### src/rtl/decode_stage_pipe.sv
// RV32I/RV32E decode stage: IF/ID and ID/EX registers, register file, immediates, load-use stall.
// Optional macro WB_BYPASS_EN: same-cycle writeback write-through instead of a one-cycle stall.
module decode_stage_pipe #(
  parameter int XLEN      = 32,
  parameter int REG_COUNT = 32,
  parameter int PC_WIDTH  = 32,
  localparam int RA       = $clog2(REG_COUNT)
) (
  input  logic                clk,
  input  logic                rst,
  input  logic                if_valid,
  input  logic [31:0]         if_instr,
  input  logic [PC_WIDTH-1:0] if_pc,
  output logic                id_ready,
  input  logic                ex_stall,
  input  logic                flush,
  input  logic                wb_we,
  input  logic [RA-1:0]       wb_rd,
  input  logic [XLEN-1:0]     wb_data,
  output logic                ex_valid,
  output logic [PC_WIDTH-1:0] ex_pc,
  output logic [XLEN-1:0]     ex_rs1_data,
  output logic [XLEN-1:0]     ex_rs2_data,
  output logic [RA-1:0]       ex_rs1,
  output logic [RA-1:0]       ex_rs2,
  output logic [RA-1:0]       ex_rd,
  output logic [XLEN-1:0]     ex_imm,
  output logic [6:0]          ex_opcode,
  output logic [2:0]          ex_funct3,
  output logic                ex_funct7b5
);

  localparam logic [6:0] OPC_LOAD   = 7'b0000011;
  localparam logic [6:0] OPC_OP_IMM = 7'b0010011;
  localparam logic [6:0] OPC_AUIPC  = 7'b0010111;
  localparam logic [6:0] OPC_STORE  = 7'b0100011;
  localparam logic [6:0] OPC_OP     = 7'b0110011;
  localparam logic [6:0] OPC_LUI    = 7'b0110111;
  localparam logic [6:0] OPC_BRANCH = 7'b1100011;
  localparam logic [6:0] OPC_JALR   = 7'b1100111;
  localparam logic [6:0] OPC_JAL    = 7'b1101111;

  logic                r_id_valid;
  logic [31:0]         r_id_instr;
  logic [PC_WIDTH-1:0] r_id_pc;

  logic                r_ex_valid;
  logic [PC_WIDTH-1:0] r_ex_pc;
  logic [XLEN-1:0]     r_ex_rs1_data;
  logic [XLEN-1:0]     r_ex_rs2_data;
  logic [RA-1:0]       r_ex_rs1;
  logic [RA-1:0]       r_ex_rs2;
  logic [RA-1:0]       r_ex_rd;
  logic [XLEN-1:0]     r_ex_imm;
  logic [6:0]          r_ex_opcode;
  logic [2:0]          r_ex_funct3;
  logic                r_ex_funct7b5;

  logic [XLEN-1:0]     r_rf [REG_COUNT];

  logic [6:0]          w_opcode;
  logic [RA-1:0]       w_rs1;
  logic [RA-1:0]       w_rs2;
  logic [RA-1:0]       w_rd;
  logic [XLEN-1:0]     w_imm;
  logic [XLEN-1:0]     w_rs1_data;
  logic [XLEN-1:0]     w_rs2_data;
  logic                w_use_rs1;
  logic                w_use_rs2;
  logic                w_hz;
  logic                w_wb_hz;
  logic                w_id_ready;

  assign w_opcode = r_id_instr[6:0];
  assign w_rs1    = r_id_instr[15 +: RA];
  assign w_rs2    = r_id_instr[20 +: RA];
  assign w_rd     = r_id_instr[7 +: RA];

  always_comb begin
    w_imm = '0;
    case (w_opcode)
      OPC_LOAD, OPC_OP_IMM, OPC_JALR:
        w_imm = {{(XLEN-12){r_id_instr[31]}}, r_id_instr[31:20]};
      OPC_STORE:
        w_imm = {{(XLEN-12){r_id_instr[31]}}, r_id_instr[31:25], r_id_instr[11:7]};
      OPC_BRANCH:
        w_imm = {{(XLEN-12){r_id_instr[31]}}, r_id_instr[7], r_id_instr[30:25],
                 r_id_instr[11:8], 1'b0};
      OPC_LUI, OPC_AUIPC:
        w_imm = {{(XLEN-31){r_id_instr[31]}}, r_id_instr[30:12], 12'b0};
      OPC_JAL:
        w_imm = {{(XLEN-20){r_id_instr[31]}}, r_id_instr[19:12], r_id_instr[20],
                 r_id_instr[30:21], 1'b0};
      default:
        w_imm = '0;
    endcase
  end

  assign w_use_rs1 = !((w_opcode == OPC_LUI) || (w_opcode == OPC_AUIPC) || (w_opcode == OPC_JAL));
  assign w_use_rs2 = (w_opcode == OPC_OP) || (w_opcode == OPC_STORE) || (w_opcode == OPC_BRANCH);

  // Only a load in EX is too late to forward; everything else is resolved by execute.
  assign w_hz = r_id_valid && r_ex_valid && (r_ex_opcode == OPC_LOAD) && (r_ex_rd != '0) &&
                ((w_use_rs1 && (w_rs1 == r_ex_rd)) || (w_use_rs2 && (w_rs2 == r_ex_rd)));

`ifdef WB_BYPASS_EN
  assign w_rs1_data = (w_rs1 == '0) ? '0 : ((wb_we && (wb_rd == w_rs1)) ? wb_data : r_rf[w_rs1]);
  assign w_rs2_data = (w_rs2 == '0) ? '0 : ((wb_we && (wb_rd == w_rs2)) ? wb_data : r_rf[w_rs2]);
  assign w_wb_hz    = 1'b0;
`else
  assign w_rs1_data = (w_rs1 == '0) ? '0 : r_rf[w_rs1];
  assign w_rs2_data = (w_rs2 == '0) ? '0 : r_rf[w_rs2];
  // Hold decode one cycle so the operand is read after the write has landed.
  assign w_wb_hz    = r_id_valid && wb_we && (wb_rd != '0) &&
                      ((w_use_rs1 && (w_rs1 == wb_rd)) || (w_use_rs2 && (w_rs2 == wb_rd)));
`endif

  assign w_id_ready = !ex_stall && !w_hz && !w_wb_hz;

  always_ff @(posedge clk or posedge rst) begin
    if (rst) begin
      for (int k = 0; k < REG_COUNT; k++) begin
        r_rf[k] <= '0;
      end
    end else if (wb_we && (wb_rd != '0)) begin
      r_rf[wb_rd] <= wb_data;
    end
  end

  always_ff @(posedge clk or posedge rst) begin
    if (rst) begin
      r_id_valid <= 1'b0;
      r_id_instr <= '0;
      r_id_pc    <= '0;
    end else if (flush) begin
      r_id_valid <= 1'b0;
    end else if (w_id_ready) begin
      r_id_valid <= if_valid;
      r_id_instr <= if_instr;
      r_id_pc    <= if_pc;
    end
  end

  always_ff @(posedge clk or posedge rst) begin
    if (rst) begin
      r_ex_valid    <= 1'b0;
      r_ex_pc       <= '0;
      r_ex_rs1_data <= '0;
      r_ex_rs2_data <= '0;
      r_ex_rs1      <= '0;
      r_ex_rs2      <= '0;
      r_ex_rd       <= '0;
      r_ex_imm      <= '0;
      r_ex_opcode   <= '0;
      r_ex_funct3   <= '0;
      r_ex_funct7b5 <= 1'b0;
    end else if (flush) begin
      r_ex_valid <= 1'b0;
    end else if (!ex_stall) begin
      if (w_hz || w_wb_hz) begin
        r_ex_valid <= 1'b0;
      end else begin
        r_ex_valid    <= r_id_valid;
        r_ex_pc       <= r_id_pc;
        r_ex_rs1_data <= w_rs1_data;
        r_ex_rs2_data <= w_rs2_data;
        r_ex_rs1      <= w_rs1;
        r_ex_rs2      <= w_rs2;
        r_ex_rd       <= w_rd;
        r_ex_imm      <= w_imm;
        r_ex_opcode   <= w_opcode;
        r_ex_funct3   <= r_id_instr[14:12];
        r_ex_funct7b5 <= r_id_instr[30];
      end
    end
  end

  assign id_ready    = w_id_ready;
  assign ex_valid    = r_ex_valid;
  assign ex_pc       = r_ex_pc;
  assign ex_rs1_data = r_ex_rs1_data;
  assign ex_rs2_data = r_ex_rs2_data;
  assign ex_rs1      = r_ex_rs1;
  assign ex_rs2      = r_ex_rs2;
  assign ex_rd       = r_ex_rd;
  assign ex_imm      = r_ex_imm;
  assign ex_opcode   = r_ex_opcode;
  assign ex_funct3   = r_ex_funct3;
  assign ex_funct7b5 = r_ex_funct7b5;

endmodule

### config.mk
export PLATFORM = sky130hd
export DESIGN_NAME = decode_stage_pipe
export DESIGN_NICKNAME = d
export VERILOG_FILES = /design/src/rtl/decode_stage_pipe.sv
export SDC_FILE = /design/constraint.sdc
export NUM_CORES = 2
export LEC_CHECK = 0
export CAP_MARGIN = 25
export CELL_PAD_IN_SITES_DETAIL_PLACEMENT = 0
export CELL_PAD_IN_SITES_GLOBAL_PLACEMENT = 1
export CORE_MARGIN = 5
export CORE_UTILIZATION = 56
export CTS_CLUSTER_SIZE = 16
export DETAILED_ROUTE_END_ITERATION = 8
export PLACE_DENSITY = 0.94
export SYNTH_ARGS = -nofsm -noshare
export SYNTH_HDL_FRONTEND = slang
export SYNTH_SLANG_ARGS = --single-unit
### constraint.sdc
create_clock -name clk -period 83.7 [get_ports clk]
set_input_delay 16.74 -clock clk [delete_from_list [all_inputs] [get_ports clk]]
set_output_delay 16.74 -clock clk [all_outputs]
set_load 0.1 [all_outputs]
* Word level (Yosys, flattened, before mapping) *
Cells that the tools add are included.

word-level totals
  flip-flop bits (word level) = 1244
  input bits = 107
  output and inout bits = 156

operators by class
  $lt $le $gt $ge = 4
  equality and inequality tests = 15
  muxes and demuxes = 17
  bitwise operators = 6
  reductions and logical operators = 35

operators with widths
  operator              number
  $bwmux W1024          1
  $bmux W32 S5          2
  $mux W32              7
  $demux W32 S5         1
  $pmux W32 S5          1
  $eq A7 B6 Y1 const B  3
  $eq A7 B7 Y1 const B  3
  $eq A5 B5 Y1          4
  $ge A6 B6 Y1 const B  3
  $not A5 Y6            3
  $logic_and A1 B1 Y1   15
  $eq A7 B2 Y1 const B  2
  $eq A7 B5 Y1 const B  2
  $logic_not A5 Y1      2
  $reduce_bool A5 Y1    2
  $logic_or A1 B1 Y1    7
  $lt A6 B1 Y1 const B  1
  $mux W1               5
  $logic_not A1 Y1      4
  $not A1 Y1            3
  $reduce_and A3 Y1     1
  $reduce_or A3 Y1      1
  $ne A2 B1 Y1 const B  1
  $reduce_and A2 Y1     1
  other kinds (2)       2

* Longest topological paths before layout *
  word-level depth = 12
  gate-level depth with buffers = 11
  depth with buffers taken out = 6

* Worst setup path before layout *
No wires, ideal clock.

  kind = input to output
  start point = input wb_rd[3]
  end point = output id_ready
  arrival time = 18.435 ns
  data required time = 66.960 ns
  path slack = 48.525 ns
  stages = 5
  path buffers = 1
  cell sequence = clkbuf_1 nor3_1 a21oi_1 a41oi_1 and3_1

on the way
  word-level cells in the longest chain between the ends = 6

RTL lines
  element                  line  text
  from (decl)              18    input logic [RA-1:0] wb_rd,
  $eq A5 B5 Y1             115   ((w_use_rs1 && (w_rs1 == wb_rd)) || (w_use_rs2 && (w_rs2 == wb_rd)));
  $logic_and A1 B1 Y1      115
  $logic_or A1 B1 Y1       115
  $logic_and A1 B1 Y1 (*)  114   assign w_wb_hz = r_id_valid && wb_we && (wb_rd != '0) &&
  $logic_not A1 Y1 (*)     118   assign w_id_ready = !ex_stall && !w_hz && !w_wb_hz;
  $logic_and A1 B1 Y1 (*)  118
  to (decl)                14    output logic id_ready,

Mark *: on every way between the ends. The rest lies on a longest branch, timed or not.

* Final worst setup path *
  start point = input wb_rd[2]
  end point = output id_ready

The elaborated chain is that of the path after synthesis.

==> impl_metrics.toml <==
[critical_path]
startpoint = "wb_rd[2]"
crit_path_end = "id_ready"
max_stage_delay_ns = 1.16
reg2reg_from = "r_id_instr[20]"
cp-start-kind = "primary input"
crit_required_ns = 66.96
r2r_slack_ns = 78.72
cp-end-kind = "output pin"
rr_endpoint = "ex_rs1_data[11]"
reg2reg_depth = 8
worstSetupPathType = "primary input to output pin"
cp_cell_sequence = "clkdlybuf4s50_1 -> nor3_1 -> a21oi_1 -> a41oi_1 -> and3_1 -> clkdlybuf4s50_1"
crit_fanout = 15
path_common_cell = "clkdlybuf4s50_1"
cp_slowest_cell = "clkdlybuf4s50_1"
arrival_ns = 20.15

[drt]
routed_wl_um = 181000
first_iter_violations = 4458
via_per_inst = 6.93
ant_nets = 0
first_pass_iters = 5
num_vias = 40900
wl_per_cell_um = 30.8
drc_errors = 0

[cts]
htree_levels = 4
cts_root_buffer = "clkbuf_16"
clock_latency_ns = 0.74
ctsResizeCount = 0
clk_pin_slew_ns = 0.06
cts_tree = "built"
cts.path.max_buffers = 3
hold_buffers = 0
cts_made_buffers = 133
cts.sink_count = 1244
post_cts_buffers = 0

[grt]
overflow = 0
grt_max_degree = 133
antenna_found_initial = 7
grt_first_pass_wirelength_um = 273000
grt.total_usage_pct = 30.1
grt_pass1_vias = 42100

[synthesis]
synth_top_area_cell = "dfrtp_1"
synth_cell_types = 48
post_synth_main_area_contributors = "dfrtp_1, mux2_2, mux4_2"
synth_nets = 4368
yosys_warnings = 0
post_synth_inst_count = 4261
synth_most_common_cell = "mux2_2"
yosysSeqAreaShare_pct = 49.4
synthTopCellsByCount = "mux2_2, dfrtp_1, mux4_2"
synth_area_per_cell_um2 = 14.8
synth_area_um2 = 63100
synthArstFlopShare_pct = 100
synth.ff_latch_count = 1244
synth_top_area_share_pct = 49.4
ys.flop_type = "dfrtp_1"
synth_edf_count = 0

[floorplanning]
rows = 123
dieHeight_um = 346
io_pins = 263
die_x_um = 346
coreArea_um2 = 112000
initial_core_util_pct = 56.2
dieArea_um2 = 119000

[flow_run]
maxCapViolCount = 0

[placement]
place_ws_ns = 46.85
hpwl_um = 98800
postPlaceCellArea_um2 = 66600
dp.cells = 5648
io_buffers = 262
gp_congestion = 0.836

[cells_and_area]
area_growth_pct = 12.9
design_area_um2 = 71200
nFillCells = 7892
drive_gt1_share_pct = 46.2
final_core_util_pct = 63.5
nets = 4403
finalNonFillerCells = 5891

[power]
comb_power_share_pct = 30.7
finalPower_mw = 2.02
power_density_nw_per_um2 = 28.4
p_leak_nw = 30.8
p_sw_mw = 0.684
internal-power_mw = 1.34
vdd_drop_max_v = 0.0000222
pwr-share-seq_pct = 40.3
power_switching_share_pct = 33.8
clockPowerShare_pct = 28.9

[min_path]
hp-class = "register to register"
whs_path_depth = 0

[timing]
postLayoutSetupSlackWorst_ns = 46.81
tns_ns = 0
hold_viol = 0
rsz0062_at_grt = "no"
setup_violations = 0
hold_ws_ns = 0.397
fin_crit_ns = 36.89
post-route-period-util_pct = 44.1
fin_skew_ns = 0.0253
worst_slew_pin_slew_ns = 1.19
maxSlewViolCount = 0
max_freq_mhz = 27.1
max_slew_margin_pct = 20.9

[outcome]
status = "complete, no violations"
## routing by layer
metal	global-route usage [%]	vias to the layer above	part of all wire [%]
met3	7.89	443	10
met4	11.2	4	4.0
met5	0	-	0.014
met2	45.2	2324	45
met1	42.7	21700	40
li1	-	16300	-
## power groups by stage
| stage | Combinational, mW | Clock (mW) | Sequential (mW) |
|---|---|---|---|
| after floorplan | 0.343 | 0 | 0.932 |
| after global placement | 0.603 | 0 | 0.813 |
| after detailed placement | 0.616 | 0 | 0.822 |
| after CTS | 0.619 | 0.592 | 0.813 |
| after global routing | 0.653 | 0.618 | 0.829 |
| final | 0.622 | 0.585 | 0.816 |
## registers in the layout, indices dropped and copies added (netlist names), 3 cells and up
register     flops
r_rf          1024
ex_funct3        3
ex_rs2           5
ex_rs1_data     32
r_id_instr      32
ex_rs1           5
ex_rs2_data     32
ex_rd            5
r_id_pc         32
ex_pc           32
ex_opcode        7
ex_imm          32
## cells by family (layout without fill, tap and decap cells)
logic type | after synthesis | count (layout) | synth area share (%)
compound gates | 382 | 382 | 4.29
other cells | 0 | 2 | 0
xor+xnor | 20 | 20 | 0.278
flops | 1244 | 1244 | 49.4
buf+inv | 501 | 629 | 3.31
simple gates | 180 | 180 | 1.43
mux | 1934 | 1934 | 41.3
## worst min path at each step
stage                       endpoint  slack (ns)       start
after CTS                 r_rf[1016]        0.40  r_rf[1016]
after global routing      r_rf[1015]        0.40  r_rf[1015]
after global placement    r_rf[1023]        0.38  r_rf[1023]
after detailed placement  r_rf[1011]        0.38  r_rf[1011]
after floorplan           r_rf[1002]        0.44  r_rf[1002]
final                     r_rf[1015]        0.40  r_rf[1015]
## area by class of cell
class                   instances  area [um^2]  share of cell area [%]
diodes                          2         5.00                 0.00703
clock buffers                 192         3900                    5.48
clock inverters                36          388                   0.545
inverters                      30          120                   0.169
multi-input cells            2516        30100                    42.2
flip-flops and latches       1244        31200                    43.8
well taps                    1500         1880                    2.64
repair buffers                371         3700                    5.20
## critical path: cells and delay by family
family          cells  cell delay, ns
compound gates      2            0.54
buf+inv             2            1.91
simple gates        2            0.96
## cells in the final DEF, fill, tap and decap left out, types with 32 or more instances in the layout
cell type / count
mux4_2: 409
mux2i_1: 270
clkdlybuf4s50_1: 262
a221oi_1: 61
o22ai_1: 37
a22oi_1: 39
buf_4: 92
a21oi_1: 87
dfrtp_1: 1234
nor2_1: 36
o221ai_1: 32
clkbuf_16: 136
mux2_2: 1253
No activity file was read; power rests on OpenSTA's default activity.
